[config.mk]
export PLATFORM = sky130hd
export DESIGN_NAME = soc_bus_arbiter
export DESIGN_NICKNAME = d
export VERILOG_FILES = /design/src/rtl/soc_bus_arbiter.sv
export SDC_FILE = /design/constraint.sdc
export NUM_CORES = 1
export LEC_CHECK = 0
export CORE_AREA = 4 4 141 143
export CTS_BUF_LIST = sky130_fd_sc_hd__clkbuf_16
export DETAILED_ROUTE_END_ITERATION = 6
export DIE_AREA = 0 0 145 147
export DONT_BUFFER_PORTS = 1
export GPL_ROUTABILITY_DRIVEN = 0
export PLACE_DENSITY_LB_ADDON = 0.1
export SLEW_MARGIN = 20
export SYNTH_ARGS = -nofsm -noshare
export SYNTH_HDL_FRONTEND = slang
export SYNTH_SLANG_ARGS = --single-unit
[constraint.sdc]
create_clock -name clk -period 5.22 [get_ports clk]
set_input_delay 0.261 -clock clk [delete_from_list [all_inputs] [get_ports clk]]
set_output_delay 0.261 -clock clk [all_outputs]
set_load 0.01 [all_outputs]
[src/rtl/soc_bus_arbiter.sv]
// soc_bus_arbiter
//   Arbitrates two masters, M0 (CPU load/store) and M1 (JTAG debug port),
//   onto a three-slave bus (RAM, timer, UART). Only one transfer is in
//   flight at a time. Each transfer ends in one of three ways: the selected
//   slave's ready, an unmapped address, or a timeout.
//
// Ports
//   clk, rst                 clock (rising edge), async active-low reset
//   m{0,1}_req_i/we_i        master request / write flag
//   m{0,1}_addr_i/wdata_i    master byte address / write data
//   m{0,1}_gnt_o             one-cycle pulse: command accepted
//   m{0,1}_rvalid_o          one-cycle pulse: transfer complete
//   m{0,1}_rdata_o/err_o     read data / error; held until the next completion
//   s_sel_o                  one-hot slave select (bit0 RAM, bit1 timer, bit2 UART)
//   s_we_o/addr_o/wdata_o    latched command towards the slaves
//   s{0,1,2}_rdata_i         per-slave read data
//   s_ready_i                per-slave completion
//   busy_o                   transfer in progress (BUSY or RESP)
//
// state | meaning
// IDLE  | arbitrate; latch the winner's command
// BUSY  | command on the bus, waiting for ready, unmapped decode or timeout
// RESP  | rvalid to the owner for one cycle
module soc_bus_arbiter #(
  parameter int unsigned TIMEOUT_CYCLES = 16,
  parameter int unsigned STARVE_LIMIT   = 4
) (
  input  logic        clk,
  input  logic        rst,
  input  logic        m0_req_i,
  input  logic        m1_req_i,
  input  logic        m0_we_i,
  input  logic        m1_we_i,
  input  logic [31:0] m0_addr_i,
  input  logic [31:0] m1_addr_i,
  input  logic [31:0] m0_wdata_i,
  input  logic [31:0] m1_wdata_i,
  output logic        m0_gnt_o,
  output logic        m1_gnt_o,
  output logic        m0_rvalid_o,
  output logic        m1_rvalid_o,
  output logic [31:0] m0_rdata_o,
  output logic [31:0] m1_rdata_o,
  output logic        m0_err_o,
  output logic        m1_err_o,
  output logic [2:0]  s_sel_o,
  output logic        s_we_o,
  output logic [31:0] s_addr_o,
  output logic [31:0] s_wdata_o,
  input  logic [31:0] s0_rdata_i,
  input  logic [31:0] s1_rdata_i,
  input  logic [31:0] s2_rdata_i,
  input  logic [2:0]  s_ready_i,
  output logic        busy_o
);

  localparam int SW = ($clog2(STARVE_LIMIT + 1) > 3) ? $clog2(STARVE_LIMIT + 1) : 3;
  localparam logic [SW-1:0] LP_STARVE  = SW'(STARVE_LIMIT);
  localparam logic [7:0]    LP_TO_LAST = 8'(TIMEOUT_CYCLES - 1);

  typedef enum logic [1:0] {IDLE, BUSY, RESP} state_t;

  state_t        r_state, w_state_nxt;
  logic          r_owner;        // 0 = M0, 1 = M1
  logic          r_we;
  logic [31:0]   r_addr;
  logic [31:0]   r_wdata;
  logic          r_gnt0, r_gnt1;
  logic [SW-1:0] r_starve;
  logic [7:0]    r_to_cnt;
  logic [31:0]   r_m0_rdata, r_m1_rdata;
  logic          r_m0_err, r_m1_err;

  logic          w_any_req, w_grant_m0, w_grant_m1;
  logic [2:0]    w_dec;
  logic          w_ready_sel, w_unmapped, w_timeout, w_done;
  logic [31:0]   w_rdata_sel, w_rdata_cap;

  // M1 has priority unless M0 has been passed over STARVE_LIMIT times in a row.
  assign w_any_req  = m0_req_i | m1_req_i;
  assign w_grant_m0 = m0_req_i & (~m1_req_i | (r_starve == LP_STARVE));
  assign w_grant_m1 = m1_req_i & ~w_grant_m0;

  always_comb begin
    w_dec = 3'b000;
    case (r_addr[31:28])
      4'h0:    w_dec = 3'b001;
      4'h1:    w_dec = 3'b010;
      4'h2:    w_dec = 3'b100;
      default: w_dec = 3'b000;
    endcase
  end

  always_comb begin
    w_rdata_sel = 32'd0;
    case (w_dec)
      3'b001:  w_rdata_sel = s0_rdata_i;
      3'b010:  w_rdata_sel = s1_rdata_i;
      3'b100:  w_rdata_sel = s2_rdata_i;
      default: w_rdata_sel = 32'd0;
    endcase
  end

  // Ready from unselected slaves is masked off; ready beats timeout.
  assign w_ready_sel = |(w_dec & s_ready_i);
  assign w_unmapped  = (w_dec == 3'b000);
  assign w_timeout   = (r_to_cnt == LP_TO_LAST);
  assign w_done      = w_ready_sel | w_unmapped | w_timeout;
  assign w_rdata_cap = w_ready_sel ? w_rdata_sel : 32'd0;

  always_ff @(posedge clk or negedge rst) begin
    if (!rst) r_state <= IDLE;
    else      r_state <= w_state_nxt;
  end

  always_comb begin
    w_state_nxt = r_state;
    case (r_state)
      IDLE:    if (w_any_req) w_state_nxt = BUSY;
      BUSY:    if (w_done)    w_state_nxt = RESP;
      RESP:    w_state_nxt = IDLE;
      default: w_state_nxt = IDLE;
    endcase
  end

  always_ff @(posedge clk or negedge rst) begin
    if (!rst) begin
      r_owner    <= 1'b0;
      r_we       <= 1'b0;
      r_addr     <= 32'd0;
      r_wdata    <= 32'd0;
      r_gnt0     <= 1'b0;
      r_gnt1     <= 1'b0;
      r_starve   <= '0;
      r_to_cnt   <= 8'd0;
      r_m0_rdata <= 32'd0;
      r_m1_rdata <= 32'd0;
      r_m0_err   <= 1'b0;
      r_m1_err   <= 1'b0;
    end else begin
      r_gnt0 <= 1'b0;
      r_gnt1 <= 1'b0;
      if (r_state == IDLE && w_any_req) begin
        r_owner  <= w_grant_m1;
        r_we     <= w_grant_m1 ? m1_we_i    : m0_we_i;
        r_addr   <= w_grant_m1 ? m1_addr_i  : m0_addr_i;
        r_wdata  <= w_grant_m1 ? m1_wdata_i : m0_wdata_i;
        r_gnt0   <= w_grant_m0;
        r_gnt1   <= w_grant_m1;
        r_to_cnt <= 8'd0;
        if (w_grant_m0 || !m0_req_i)  r_starve <= '0;
        else if (r_starve != LP_STARVE) r_starve <= r_starve + 1'b1;
      end
      if (r_state == BUSY) begin
        if (!w_done) begin
          r_to_cnt <= r_to_cnt + 8'd1;
        end else if (r_owner) begin
          r_m1_rdata <= w_rdata_cap;
          r_m1_err   <= ~w_ready_sel;
        end else begin
          r_m0_rdata <= w_rdata_cap;
          r_m0_err   <= ~w_ready_sel;
        end
      end
    end
  end

  assign m0_gnt_o    = r_gnt0;
  assign m1_gnt_o    = r_gnt1;
  assign m0_rvalid_o = (r_state == RESP) & ~r_owner;
  assign m1_rvalid_o = (r_state == RESP) &  r_owner;
  assign m0_rdata_o  = r_m0_rdata;
  assign m1_rdata_o  = r_m1_rdata;
  assign m0_err_o    = r_m0_err;
  assign m1_err_o    = r_m1_err;
  assign s_sel_o     = (r_state == BUSY) ? w_dec : 3'b000;
  assign s_we_o      = (r_state == BUSY) & r_we;
  assign s_addr_o    = r_addr;
  assign s_wdata_o   = r_wdata;
  assign busy_o      = (r_state != IDLE);

endmodule

# After elaboration in Yosys (flattened, before gate mapping)
# Cells that the tools add are included.
[word_totals]
regBits = 147
in_bits = 233
[op_classes]
addsub = 2
n_eq_ne = 12
n_mux = 17
bitwise = 14
reduce_logical = 13
[ops]
columns = ["operator", "n"]
rows = [
  ["two-way mux 32 bit", 3],
  ["one-hot mux 32 bit (3 select lines)", 1],
  ["two-way mux 8 bit", 3],
  ["two-way mux 3 bit", 3],
  ["one-hot mux 3 bit (3 select lines)", 1],
  ["adder 8 x 1 -> 8 bit, second input constant", 1],
  ["equality test 8 x 4 -> 1 bit, second input constant", 1],
  ["equality test 3 bit, second input constant", 2],
  ["AND reduction 3 bit", 2],
  ["AND 1 bit", 5],
  ["equality test 4 x 1 -> 1 bit, second input constant", 1],
  ["equality test 4 x 2 -> 1 bit, second input constant", 1],
  ["logical NOT 4 bit", 1],
  ["two-way mux 2 bit", 2],
  ["!= test 2 bit, second input constant", 2],
  ["inverter 1 bit", 4],
  ["bitwise OR 1 bit", 4],
  ["one-hot mux 2 bit (2 select lines)", 1],
  ["AND reduction 2 bit", 2],
  ["nonzero test 2 bit", 2],
  ["adder 3 x 1 -> 3 bit, second input constant", 1],
  ["AND 3 bit", 1],
  ["equality test 3 x 1 -> 1 bit, second input constant", 1],
  ["equality test 3 x 2 -> 1 bit, second input constant", 1],
  ["other kinds (10)", 12],
]

# Longest topological paths before layout
[logic_depth]
depth_word = 8
ltp_mapped = 8
mapped_depth_nobuf = 6

# Worst setup path before layout
# OpenSTA, ideal clock, no wires.
[synth_path]
path_kind = "reg2reg"
from = "reg r_to_cnt[0]"
to = "reg r_m0_err, in the netlist m0_err_o"
t_arrival_ps = 1840
t_required_ps = 5092
setup_slack_ps = 3252
path_stages_with_launch = 6
path_buffers = 0
synth_period_minus_slack_ps = 1968
path_cell_list = "dfrtp_1 > ha_1 > and3_1 > a21oi_2 > a2111oi_4 > mux2_1"
[synth_between]
elab_chain_len = 3
[synth_rtl]
columns = ["element", "line", "text"]
rows = [
  ["start: declaration", "70", "logic [7:0] r_to_cnt;"],
  ["start signal: assignment", "156", "r_to_cnt <= r_to_cnt + 8'd1;"],
  ["equality test 8 x 4 -> 1 bit", "107", "assign w_timeout = (r_to_cnt == LP_TO_LAST);"],
  ["bitwise OR 1 bit", "108", "assign w_done = w_ready_sel | w_unmapped | w_timeout;"],
  ["AND reduction 3 bit (no line)", "-", ""],
  ["end signal: assignment", "162", "r_m0_err <= ~w_ready_sel;"],
  ["end: declaration", "72", "logic r_m0_err, r_m1_err;"],
]
# No other way between the ends.
# A chain may end at the register's enable or synchronous reset.

# Final worst setup path
[layout_path]
from = "reg r_addr[28], in the netlist s_addr_o[28]"
to = "reg r_m0_err, in the netlist m0_err_o"
[layout_between]
elab_chain_len = 7
elab_cells_between_ends = 11
[layout_rtl]
columns = ["element", "line", "text"]
rows = [
  ["start: declaration", "66", "logic [31:0] r_addr;"],
  ["start signal: assignment", "146", "r_addr <= w_grant_m1 ? m1_addr_i : m0_addr_i;"],
  ["equality test 4 x 2 -> 1 bit, or another cell as far along", "86", "case (r_addr[31:28])"],
  ["one-hot mux 3 bit (3 select lines) *", "86", ""],
  ["AND 3 bit", "105", "assign w_ready_sel = |(w_dec & s_ready_i);"],
  ["OR reduction 3 bit", "105", ""],
  ["bitwise OR 1 bit (2 in a row)", "108", ""],
  ["AND reduction 3 bit (no line)", "-", ""],
]
# Mark *: on every way between the ends. The rest lies on a longest branch, timed or not.

==> results.md <==
- Outcome: finished, final reports clean
- Largest family of logic cells by synthesized area: multiplexers
- Biggest area consumer among synthesized cells: dfrtp_1
- FF-to-FF Start: s_addr_o[28]
- Initial Util: 39.8%
- Post-Syn Area per Cell: 10.1 um2
- Layout net count: 958
- IO Pins: 372
- Slew at the pin closest to its max-slew limit: 1060 ps
- Top-area cell type share of the netlist area: 49.8%
- Drt first pass iters: 4
- Filler instances: 1,752
- Core Area: 18,600 um2
- Dpl cells: 933
- Hold Vio Cnt, Final: 0
- Final Instance Count excl. Fillers: 970
- Post-CTS Resized: 0
- WP data required: 5510 ps
- IO buf count: 0
- Gr usage total: 18.4%
- Global route overflow: 0
- XOR/XNOR Fraction of Synth Area: 0%
- Post-synthesis mux area share: 22.4%
- RSZ-0062 raised after global routing: no
- Skew-Pair Late Insertion Delay: 420 ps
- CTS clk-pin slew, worst paths: 70 ps
- CTS tree: built
- Initial antenna violation count: 1
- Syn Inst Count: 734
- Reg2Reg Depth: 7
- Register bit total from synthesis: 147
- Vias after detailed routing: 5,105
- Synthesized area: 7390 um2
- H-tree Lvls: 4
- Total nets after synthesis: 970
- RR Endpoint: m0_err_o
- Final worst slack: 1820 ps
- Setup TNS: 0 ps
- Setup crit start: s_addr_o[28]
- Critical path launch point type: flop
- Crit-path max FO: 41
- Adder-cell area share of the yosys netlist: 0.508%
- Tcrit/Tclk final: 65.1%
- Slowest CP cell: and2b_1
- CTS Buf Count: 17
- Clock Path Buffers: 2
- Area growth, synth to finish: 11.1%
- Tmin final: 3400 ps
- Die height: 147 um
- Yosys cell types: 41
- Post-synthesis compound-gate area fraction: 9.89%
- Worst hold margin: 26.3 ps
- CP Class: reg -> reg
- Leakage power total: 3.67 nW
- TritonCTS Sinks: 147
- Root Driver: clkbuf_16
- Row cnt: 50
- Main synth FF type: dfrtp_1
- Max-slew headroom: 29.5%
- Final Slew Violations: 0
- Hpwl dp: 14,700 um
- CP Capture Point: m0_err_o
- FFs w/ async S/R, synth: 100%
- Post-route ant nets: 0
- Peak Freq: 0.294 GHz
- Most frequent cells in the layout: mux2i_1 (162), dfrtp_1 (146), o21ai_0 (104)
- Die ar.: 21,300 um2
- Area contributors post-synth: dfrtp_1 (50%), mux2i_1 (22%), o21ai_0 (7.1%)
- Critical-path cell list: buf_4 -> and2b_1 -> a32oi_1 -> buf_4 -> a2111oi_4 -> buf_4 -> mux2_1
- Pre-CTS WS: 1760 ps
- Setup-failing EPs final: 0
- Share of cells above drive strength 1: 7.07%
- Critical path capture point type: flop
- CP max stage delay: 900 ps
- Pwr dens: 563 nW/um2
- EDFF count, synth: 0
- Seq/Total Area, Yosys: 49.8%
- Peak supply drop: 0.244 mV
- DRC Markers: 0
- Drt initial violations: 292
- Die width: 145 um
- R2R Setup Slk: 1820 ps
- Critical path's most frequent cell: buf_4
- DR vias/cell: 5.26
- Setup Skew: 7.33 ps
- Largest net degree at the start of global routing: 148
- WL final: 19,900 um
- Yosys Warn Count: 0
- MaxCap Viol Count: 0
- Worst endpoint data arrival time: 3690 ps
- Vias in the first global route: 5,387
- Most common cell after layout, fill and taps aside: mux2i_1
- Simple-gate share of the synthesized area: 10.9%
- Class of the worst hold path: in -> reg
- First-pass GRT wire length: 31,100 um
- WL/cell: 20.5 um
## state kept, by name (all words and copies together), names as in the netlist
| signal | flops |
|---|---|
| m0_rdata_o | 32 |
| m1_rdata_o | 32 |
| s_addr_o | 32 |
| s_wdata_o | 32 |
| r_to_cnt | 8 |
| r_starve | 3 |
| r_state | 2 |
| m0_err_o | 1 |
| m0_gnt_o | 1 |
| m1_err_o | 1 |
| m1_gnt_o | 1 |
| r_owner | 1 |
| r_we | 1 |
## cell families (layout without fill, tap and decap cells)
kind of cell    after synthesis  count (layout)
compound gates              127             127
simple gates                172             172
flops                       147             147
buf+inv                     120             121
mux                         165             165
fa+ha+maj                     3               3
other cells                   0               1
## cell usage after synthesis, types with 2 or more instances
cell type / n
clkbuf_1: 22
and3_1: 3
nand3_1: 6
mux2_2: 2
a21oi_2: 2
buf_1: 9
buf_6: 3
o211ai_1: 3
buf_2: 9
dfrtp_1: 147
ha_1: 3
inv_1: 77
o21ai_0: 105
mux2i_1: 162
nor3_1: 5
and2_1: 33
nor2_1: 38
nor3b_1: 2
o221ai_1: 4
nor2b_1: 2
nand4_1: 2
nand2_1: 76
## stage by stage
stage                     cell area (um2)  utilization [%]  total power [mW]
after floorplan                      7390                -              3.06
after global placement               7580             40.8              3.42
after detailed placement             7580             40.8              3.47
after CTS                            8210             44.2              4.71
after global routing                 8210             44.2              4.96
final                                8210             44.2              4.63
## repair_timing
| action | 4_1_cts | 5_1_grt |
|---|---|---|
| endpoints found under the hold margin | 149 | 0 |
| buffers inserted | 0 | 0 |
| hold buffers | 4 | 0 |
## layer usage
layer / track usage [%] / share of wire (%)
met1: 20.8 / 38
met2: 31.9 / 50
met3: 6.72 / 9.4
met4: 6.94 / 2.1
met5: 0 / 0
## worst max-delay path: cells and delay by family (launching register included)
| kind | cells | cell delay [ps] |
|---|---|---|
| mux | 1 | 370 |
| flops | 1 | 320 |
| simple gates | 1 | 900 |
| compound gates | 2 | 500 |
| buf+inv | 3 | 1190 |
## worst min-delay path by stage
stage                   startpoint        endpoint  slack, ps  cells past startpoint
floorplan                      rst        m0_err_o        -30                      0
global placement               rst  m1_rdata_o[16]        -30                      0
detailed placement             rst  m1_rdata_o[16]        -30                      0
CTS                       m1_req_i     r_starve[0]         10                      2
global route        m1_wdata_i[18]   s_wdata_o[18]         40                      2
finish                    m1_req_i     r_starve[0]         30                      2
## cell type report
class | instances | area, um2 | share of cell area [%]
well taps | 234 | 293 | 3.56
diodes | 1 | 2.50 | 0.0305
repair buffers | 12 | 118 | 1.43
clock inverters | 15 | 149 | 1.81
clock buffers | 17 | 425 | 5.18
multi-input cells | 467 | 3260 | 39.7
inverters | 77 | 289 | 3.52
flip-flops and latches | 147 | 3680 | 44.8
## where the power goes
group          total, mW  internal (mW)  switching (mW)
Clock               1.18          0.671           0.514
Sequential          2.04           1.53           0.512
Combinational       1.40          0.529           0.868
Power figures use the tool's default switching activity.
